File: config.mk
export PLATFORM = sky130hd
export DESIGN_NAME = harris_event_sink
export DESIGN_NICKNAME = d
export VERILOG_FILES = /design/src/rtl/harris_pkg.sv /design/src/rtl/grad_event_fifo.sv /design/src/rtl/harris_event_sink.sv
export SDC_FILE = /design/constraint.sdc
export NUM_CORES = 2
export LEC_CHECK = 0
export BUFFER_PORTS_ARGS = -buffer_cell sky130_fd_sc_hd__buf_2
export CAP_MARGIN = 20
export CORE_ASPECT_RATIO = 1.5
export CORE_MARGIN = 2
export CORE_UTILIZATION = 40
export CTS_CLUSTER_SIZE = 12
export DETAILED_ROUTE_END_ITERATION = 16
export PLACE_DENSITY = 0.65
export SLEW_MARGIN = 0
export SYNTH_ARGS = -nofsm -noshare
export SYNTH_HDL_FRONTEND = slang
export SYNTH_SLANG_ARGS = --single-unit
File: constraint.sdc
create_clock -name clk -period 12.3 [get_ports clk]
set_input_delay 1.845 -clock clk [delete_from_list [all_inputs] [get_ports clk]]
set_output_delay 1.845 -clock clk [all_outputs]
set_load 0.05 [all_outputs]
File: src/rtl/harris_pkg.sv
// harris_pkg: shared widths, Harris k defaults and event types for the Harris event sink.
package harris_pkg;
  localparam int DATA_WIDTH_DEF = 4;
  localparam int K_NUM_DEF = 3;
  localparam int K_SHIFT_DEF = 6;
  function automatic int gw_of(input int dw);
    return 2 * (dw + 3);
  endfunction
  function automatic int rw_of(input int dw);
    return 2 * gw_of(dw) + 3;
  endfunction
  localparam int GW_DEF = gw_of(DATA_WIDTH_DEF);
  localparam int RW_DEF = rw_of(DATA_WIDTH_DEF);
  typedef struct packed {
    logic [GW_DEF-1:0]      xx;
    logic [GW_DEF-1:0]      yy;
    logic signed [GW_DEF:0] xy;
    logic [15:0]            addr;
  } grad_event_t;
  typedef struct packed {
    logic [15:0]              addr;
    logic signed [RW_DEF-1:0] score;
  } corner_event_t;
endpackage

File: src/rtl/grad_event_fifo.sv
// grad_event_fifo: synchronous FIFO of gradient events with show-ahead head and free-slot count.
module grad_event_fifo
  import harris_pkg::*;
#(
  parameter type T = grad_event_t,
  parameter int DEPTH = 16
) (
  input  logic                     clk,
  input  logic                     rst,
  input  logic                     push,
  input  T                         din,
  input  logic                     pop,
  output T                         dout,
  output logic                     full,
  output logic                     empty,
  output logic [$clog2(DEPTH):0]   free
);
  localparam int AW = $clog2(DEPTH);
  logic [AW:0] wp, rp;
  T mem [DEPTH];
  // Pointers carry one extra bit so full and empty differ only in the wrap MSB.
  assign full = (wp[AW] != rp[AW]) && (wp[AW-1:0] == rp[AW-1:0]);
  assign empty = wp == rp;
  assign free = (AW+1)'(DEPTH) - (wp - rp);
  assign dout = mem[rp[AW-1:0]];
  always_ff @(posedge clk)
    if (rst) begin
      wp <= '0;
      rp <= '0;
    end else begin
      if (push) wp <= wp + 1'b1;
      if (pop) rp <= rp + 1'b1;
    end
  always_ff @(posedge clk)
    if (push) mem[wp[AW-1:0]] <= din;
endmodule

File: src/rtl/harris_event_sink.sv
// harris_event_sink: buffers gradient events, computes R = det - k*trace^2, emits corners (R > THRESHOLD).
// Optional HARRIS_STATS_EN adds saturating event/corner/drop counters.
module harris_event_sink
  import harris_pkg::*;
#(
  parameter int DATA_WIDTH = DATA_WIDTH_DEF,
  parameter int GW = gw_of(DATA_WIDTH),
  parameter int RW = 2 * GW + 3,
  parameter int FIFO_DEPTH = 16,
  parameter int READY_MARGIN = 2,
  parameter int K_NUM = K_NUM_DEF,
  parameter int K_SHIFT = K_SHIFT_DEF,
  parameter logic signed [RW-1:0] THRESHOLD = RW'(1000)
) (
  input  logic                 clk,
  input  logic                 rst,
  input  logic [GW-1:0]        gradient_xx,
  input  logic [GW-1:0]        gradient_yy,
  input  logic signed [GW:0]   gradient_xy,
  input  logic [15:0]          in_event_addr,
  input  logic                 in_event_valid,
  output logic                 ready_for_new_event,
  output logic                 out_corner_valid,
  output logic [15:0]          out_corner_addr,
  output logic signed [RW-1:0] out_corner_score,
  input  logic                 out_ready,
  output logic                 overflow
`ifdef HARRIS_STATS_EN
  ,
  output logic [31:0]          stat_events,
  output logic [31:0]          stat_corners,
  output logic [15:0]          stat_dropped
`endif
);
  localparam int AW = $clog2(FIFO_DEPTH);
  localparam int TW = 2 * GW + 2 + $clog2(K_NUM + 1);
  typedef struct packed {
    logic [GW-1:0]      xx;
    logic [GW-1:0]      yy;
    logic signed [GW:0] xy;
    logic [15:0]        addr;
  } ev_t;
  ev_t din, head;
  logic full, empty, push, pop, adv, corner, v1, v2;
  logic [AW:0] free;
  logic [AW+1:0] free_next;
  logic [2*GW-1:0] p_xx_yy;
  logic [2*GW+1:0] p_xy2;
  logic [GW:0] tr;
  logic [15:0] a1, a2;
  logic signed [RW-1:0] det, r2;
  assign din = {gradient_xx, gradient_yy, gradient_xy, in_event_addr};
  assign adv = !out_corner_valid || out_ready;
  assign pop = adv && !empty;
  assign push = in_event_valid && (!full || pop);
  assign free_next = (AW+2)'(free) + (AW+2)'(pop) - (AW+2)'(push);
  assign det = $signed(RW'(p_xx_yy)) - $signed(RW'(p_xy2));
  assign corner = v2 && (r2 > THRESHOLD);
  grad_event_fifo #(.T(ev_t), .DEPTH(FIFO_DEPTH)) u_fifo (
    .clk(clk), .rst(rst), .push(push), .din(din), .pop(pop),
    .dout(head), .full(full), .empty(empty), .free(free)
  );
  always_ff @(posedge clk)
    if (rst) begin
      v1 <= 1'b0;
      v2 <= 1'b0;
    end else if (adv) begin
      v1 <= pop;
      v2 <= v1;
      p_xx_yy <= (2*GW)'(head.xx) * (2*GW)'(head.yy);
      p_xy2 <= $unsigned((2*GW+2)'(head.xy) * (2*GW+2)'(head.xy));
      tr <= (GW+1)'(head.xx) + (GW+1)'(head.yy);
      a1 <= head.addr;
      // tr^2*k is non-negative, so a logical shift truncates like >>>.
      r2 <= det - $signed(RW'((TW'(tr) * TW'(tr) * TW'(K_NUM)) >> K_SHIFT));
      a2 <= a1;
    end
  always_ff @(posedge clk)
    if (rst) begin
      out_corner_valid <= 1'b0;
      out_corner_addr <= '0;
      out_corner_score <= '0;
    end else if (adv) begin
      out_corner_valid <= corner;
      if (corner) begin
        out_corner_addr <= a2;
        out_corner_score <= r2;
      end
    end
  always_ff @(posedge clk)
    if (rst) begin
      ready_for_new_event <= 1'b0;
      overflow <= 1'b0;
    end else begin
      ready_for_new_event <= free_next > (AW+2)'(READY_MARGIN);
      if (in_event_valid && !push) overflow <= 1'b1;
    end
`ifdef HARRIS_STATS_EN
  always_ff @(posedge clk)
    if (rst) begin
      stat_events <= '0;
      stat_corners <= '0;
      stat_dropped <= '0;
    end else begin
      if (push && !(&stat_events)) stat_events <= stat_events + 1'b1;
      if (out_corner_valid && out_ready && !(&stat_corners)) stat_corners <= stat_corners + 1'b1;
      if (in_event_valid && !push && !(&stat_dropped)) stat_dropped <= stat_dropped + 1'b1;
    end
`endif
endmodule

# After elaboration in Yosys (flattened, before gate mapping)
# Memories as Yosys holds them, arrays and structs flattened. A register that Yosys moved wholly into a read port is not among the register bits.
# Index checks and enable logic that the tools add are counted.
[totals] ram_bits=944 inputBits=63 out_inout_bits=50 mem_count=1 regBits=198
[mem_list] memory="u_fifo.mem" depth=16 word_bits=59 rd=1 rd_clocked_by_memory_dff=1 write_ports=1 line="grad_event_fifo.sv:20" rtl="T mem [DEPTH];"
[classes] bitwise_logic=1 reduce_logical=13 n_mux=4 mul=4 n_eq_ne=3 add_sub_neg=9 n_lt_le_gt_ge=2
[ops] operator="multiplier 15 x 15 -> 30 bit" count=2
[ops] operator="multiplier 30 x 2 -> 32 bit, second input constant" count=1
[ops] operator="> comparator 31 x 11 -> 1 bit, second input constant" count=1
[ops] operator="subtractor 28 x 30 -> 31 bit" count=1
[ops] operator="subtractor 31 x 27 -> 31 bit" count=1
[ops] operator="multiplier 14 x 14 -> 28 bit" count=1
[ops] operator="adder 14 x 14 -> 15 bit" count=1
[ops] operator="adder 5 x 1 -> 5 bit, second input constant" count=2
[ops] operator="2-to-1 mux 4 bit" count=2
[ops] operator="adder 5 x 1 -> 6 bit" count=1
[ops] operator="> comparator 6 x 2 -> 1 bit, second input constant" count=1
[ops] operator="subtractor 6 x 1 -> 6 bit" count=1
[ops] operator="== test 5 bit" count=1
[ops] operator="logical AND 1 bit" count=5
[ops] operator="subtractor 5 bit" count=1
[ops] operator="subtractor 5 bit, first input constant" count=1
[ops] operator="== test 4 bit" count=1
[ops] operator="zero test 1 bit" count=4
[ops] operator="AND reduction 2 bit" count=2
[ops] operator="logical OR 1 bit" count=2
[ops] operator="2-to-1 mux 1 bit" count=2
[ops] operator="!= test 1 bit" count=1
[ops] operator="NOT 1 bit" count=1

# Depth between registers and ports, before layout
[logic_depth] depth_word=7 ltp_mapped=48

# By module
# Synthesis repeated with hierarchy kept, for this count alone.
[unflattened] hier_cells=4620 area_unflattened_um2=66018.3
[by_module_without_submodules] module="grad_event_fifo" area_per_inst_um2=35997.0 n_inst=1 cells_per_inst=1533
[by_module_without_submodules] module="harris_event_sink" area_per_inst_um2=30021.3 n_inst=1 cells_per_inst=3087

# Worst setup path after synthesis
# No wires, ideal clock.
[synth_path] path_kind="register to register" from="register tr[10]" to="register r2[30] (data pin)" path_stages_with_launch=47 slack_ps=2657 required_time_ps=12038 arrival_ps=9381 period_less_slack_ps=9643 setup_time_ps=262 n_path_buf=1 path_cell_list="edfxtp_1 > clkbuf_1 > and2_1 > fa_1 > inv_1 > fa_1 > inv_1 > fa_1 > inv_1 > fa_1 > inv_1 > fa_1 > inv_1 > fa_1 > inv_1 > ha_1 > a21oi_1 > o211ai_1 > [... 11 more ...] > a21boi_1 > and4_4 > nor3_4 > a211oi_2 > xor2_1 > fa_1 > inv_1 > ha_1 > a21o_1 > a21oi_1 > o21bai_1 > a21o_1 > a21oi_1 > o21ai_0 > a21oi_1 > o21bai_1 > a21oi_1 > xor2_1"
[synth_between] elab_chain_cells=3
[synth_lines] element="start, declared" line="harris_event_sink.sv:49" rtl="logic [GW:0] tr;"
[synth_lines] element="start signal, assigned" line="harris_event_sink.sv:72" rtl="tr <= (GW+1)'(head.xx) + (GW+1)'(head.yy);"
[synth_lines] element="multiplier 15 x 15 -> 30 bit" line="harris_event_sink.sv:75" rtl="r2 <= det - $signed(RW'((TW'(tr) * TW'(tr) * TW'(K_NUM)) >> K_SHIFT));"
[synth_lines] element="multiplier 30 x 2 -> 32 bit" line="harris_event_sink.sv:75"
[synth_lines] element="subtractor 31 x 27 -> 31 bit" line="harris_event_sink.sv:75"
[synth_lines] element="end signal, assigned" line="harris_event_sink.sv:75"
[synth_lines] element="end, declared" line="harris_event_sink.sv:51" rtl="logic signed [RW-1:0] det, r2;"
# Every way passes these cells.
# A chain may end at the register's enable or synchronous reset.

# Final worst setup path
[layout_path] from="register tr[8]" to="register r2[30] (data pin)"
# The elaborated chain is that of the path after synthesis.

==> out/metrics.yaml <==
timing:
  setup_slack_ns: 1.69
  relSlewSlack_pct: 24.8
  worst_slew_pin_slew_ns: 1.13
  finalClockSkew_ns: 0.0706
  max_freq_mhz: 94.3
  setup_viol: 0
  setup_tns_ns: 0
  rsz0062_at_grt: "false"
  slew_violations: 0
  fin_crit_sh_pct: 86.2
  period_needed_ns: 10.61
  hold_viol_final: 0
routing:
  drt_iter0_markers: 2419
  drtPass1Iterations: 5
  postRouteAntennaNets: 0
  wl_per_cell_um: 21.6
  drc_errors: 0
  vias: 36076
  wl_mm: 149
  viasPerCell: 5.23
die:
  start_util_pct: 40.3
  die_h_um: 502
  die_width_um: 336
  rows: 182
  coreArea_um2: 164000
  die_area_um2: 168000
  ioPinCount: 113
synth:
  netlist_area_um2: 66000
  synth.top_cell.area_share_pct: 49.1
  ys_ff_latch: 1145
  syn_inst: 4558
  avgSynthCellArea_um2: 14.5
  ys_types: 79
  seq_area_frac_synth_pct: 51.1
  yosysWarnings: 0
  synth_edf_count: 1079
  synth_area_leaders: "edfxtp_1 49%, fa_1 15%, mux4_2 9.3%"
  ys_async_sr_fraction_pct: 0
  yosysTopAreaCell: "edfxtp_1"
  synth_common_cells: "1079 x edfxtp_1, 738 x inv_1, 506 x fa_1, 362 x ha_1, 303 x nand2_1"
  ys.flop_type: "edfxtp_1"
  synth.most_common_cell: "edfxtp_1"
  synth.net_count: 5489
worst_setup_path:
  path_class: "flop to flop"
  worst-path-max-fanout: 15
  end_kind: "flop"
  slowest_delay_ns: 0.62
  cp.required_ns: 12.75
  reg2reg_to: "r2[30]"
  reg2regPathDepth: 44
  worstReg2RegStart: "tr[8]"
  arrival_ns: 11.06
  cp_slowest_cell: "edfxtp_1"
  cp-start-kind: "flop"
  r2r_slack_ns: 1.69
placement:
  port_buffers: 112
  dp_hpwl_mm: 99.1
  post-place-ws_ns: 1.79
  gp_congestion: 0.882
min_path:
  hold_path_class: "flop to flop"
  hold_depth: 0
  min_to: "a2[7]"
  hp-start: "a1[7]"
layout:
  multiInputGateArea_um2: 29100
  fillers: 14519
  seq_area_um2: 33700
  utilization_pct: 44.3
  drive_above_1_share_pct: 13.7
  nets: 5629
  syn2layout_area_growth_pct: 10.0
clock_network:
  cts_buffer_depth: 3
  cts_resized: 0
  clk_pin_slew_worst_paths_ns: 0.06
  cts_made_buffers: 110
  cts_hold_buf: 0
  clk_latency_ns: 0.75
  htreeDepth: 3
  cts_tree: "done"
  clock-sinks: 1145
  cts_setup_buffers: 0
  clockRootBuffer: "clkbuf_16"
job:
  cap_violations: 0
global_route:
  grt_pass1_vias: 39434
  antenna_found_initial: 17
  grt_pass1_wl_mm: 232
  gr-total-overflow: 0
  grt_max_degree: 111
  grt_use_total_pct: 18.1
run_status:
  status: "completed"
## per-stage QoR
step           hold WS, ns  area [µm²]  instances
2_1_floorplan        0.400       66000       4558
3_3_place_gp         0.408       69300       6702
3_5_place_dp         0.406       69300       6702
4_1_cts              0.423       72600       6889
5_1_grt              0.432       72600       6891
6_report             0.416       72600       6893
## layout make-up
| type | count | area share (%) |
|---|---|---|
| well taps | 2116 | 3.64 |
| clock inverters | 15 | 0.365 |
| repair buffers | 166 | 1.38 |
| inverters | 743 | 3.84 |
| clock buffers | 172 | 4.23 |
| multi-input cells | 2532 | 40.1 |
| diodes | 4 | 0.0138 |
| flip-flops and latches | 1145 | 46.4 |
## how the worst max path moves through the flow
stage	startpoint	endpoint	slack (ns)	depth (start not counted)
after floorplan	tr[10]	r2[30]	2.66	46
after global placement	tr[8]	r2[30]	1.91	44
after detailed placement	tr[8]	r2[30]	1.79	44
after CTS	tr[8]	r2[30]	1.75	44
after global routing	tr[2]	r2[30]	0.92	44
final	tr[8]	r2[30]	1.69	44
## flip-flops by register name, summed over array words and instances (netlist names), 5 cells and up, named ones only
name,cells
a1,16
a2,16
out_corner_addr,16
out_corner_score,31
p_xx_yy,28
p_xy2,29
r2,31
tr,15
u_fifo.mem,944
u_fifo.rp,5
u_fifo.wp,5
## critical path, delay by kind of cell, from the launching register on
family          cells  cell delay, ns
fa+ha+maj          10            4.55
flops               1            0.62
simple gates        7            1.09
compound gates     17            3.33
buf+inv             7            0.33
xor+xnor            3            0.35
## cell families (layout without fill, tap and decap cells)
| group | after synthesis | in the layout | share of synthesized area (%) |
|---|---|---|---|
| buf+inv | 881 | 1096 | 5.04 |
| compound gates | 339 | 339 | 3.39 |
| other cells | 1 | 5 | 0.00568 |
| fa+ha+maj | 868 | 868 | 22.2 |
| flops | 1145 | 1145 | 51.1 |
| mux | 367 | 367 | 10.8 |
| xor+xnor | 162 | 162 | 2.17 |
| simple gates | 795 | 795 | 5.33 |
## cell usage in the layout (no fill, tap or decap), types with 13 or more instances in the layout
master,n
edfxtp_1,1079
xnor2_1,113
o21bai_1,15
a21o_1,48
nand2_1,303
nor2b_1,38
clkbuf_1,57
nor2_4,13
nor3_1,24
o21a_1,19
xor2_1,48
dfxtp_1,62
o21ai_1,20
clkbuf_16,113
o21ai_0,59
nand2b_1,16
ha_1,362
buf_4,51
fa_1,506
and2_1,51
mux2i_1,70
nor2_1,265
inv_1,738
nand3_1,20
buf_2,112
mux2_2,23
a21oi_1,100
mux4_2,274
## routing by layer
metal	routed length, µm	global-route usage (%)	part of all wire (%)
met1	58600	21.7	39
met2	79800	33.6	54
met3	6520	2.48	4.4
met4	4050	5.29	2.7
met5	115	0	0.077
Power is not shown: default switching activity piles up to over one toggle a cycle in this logic, so the estimate is an artifact.
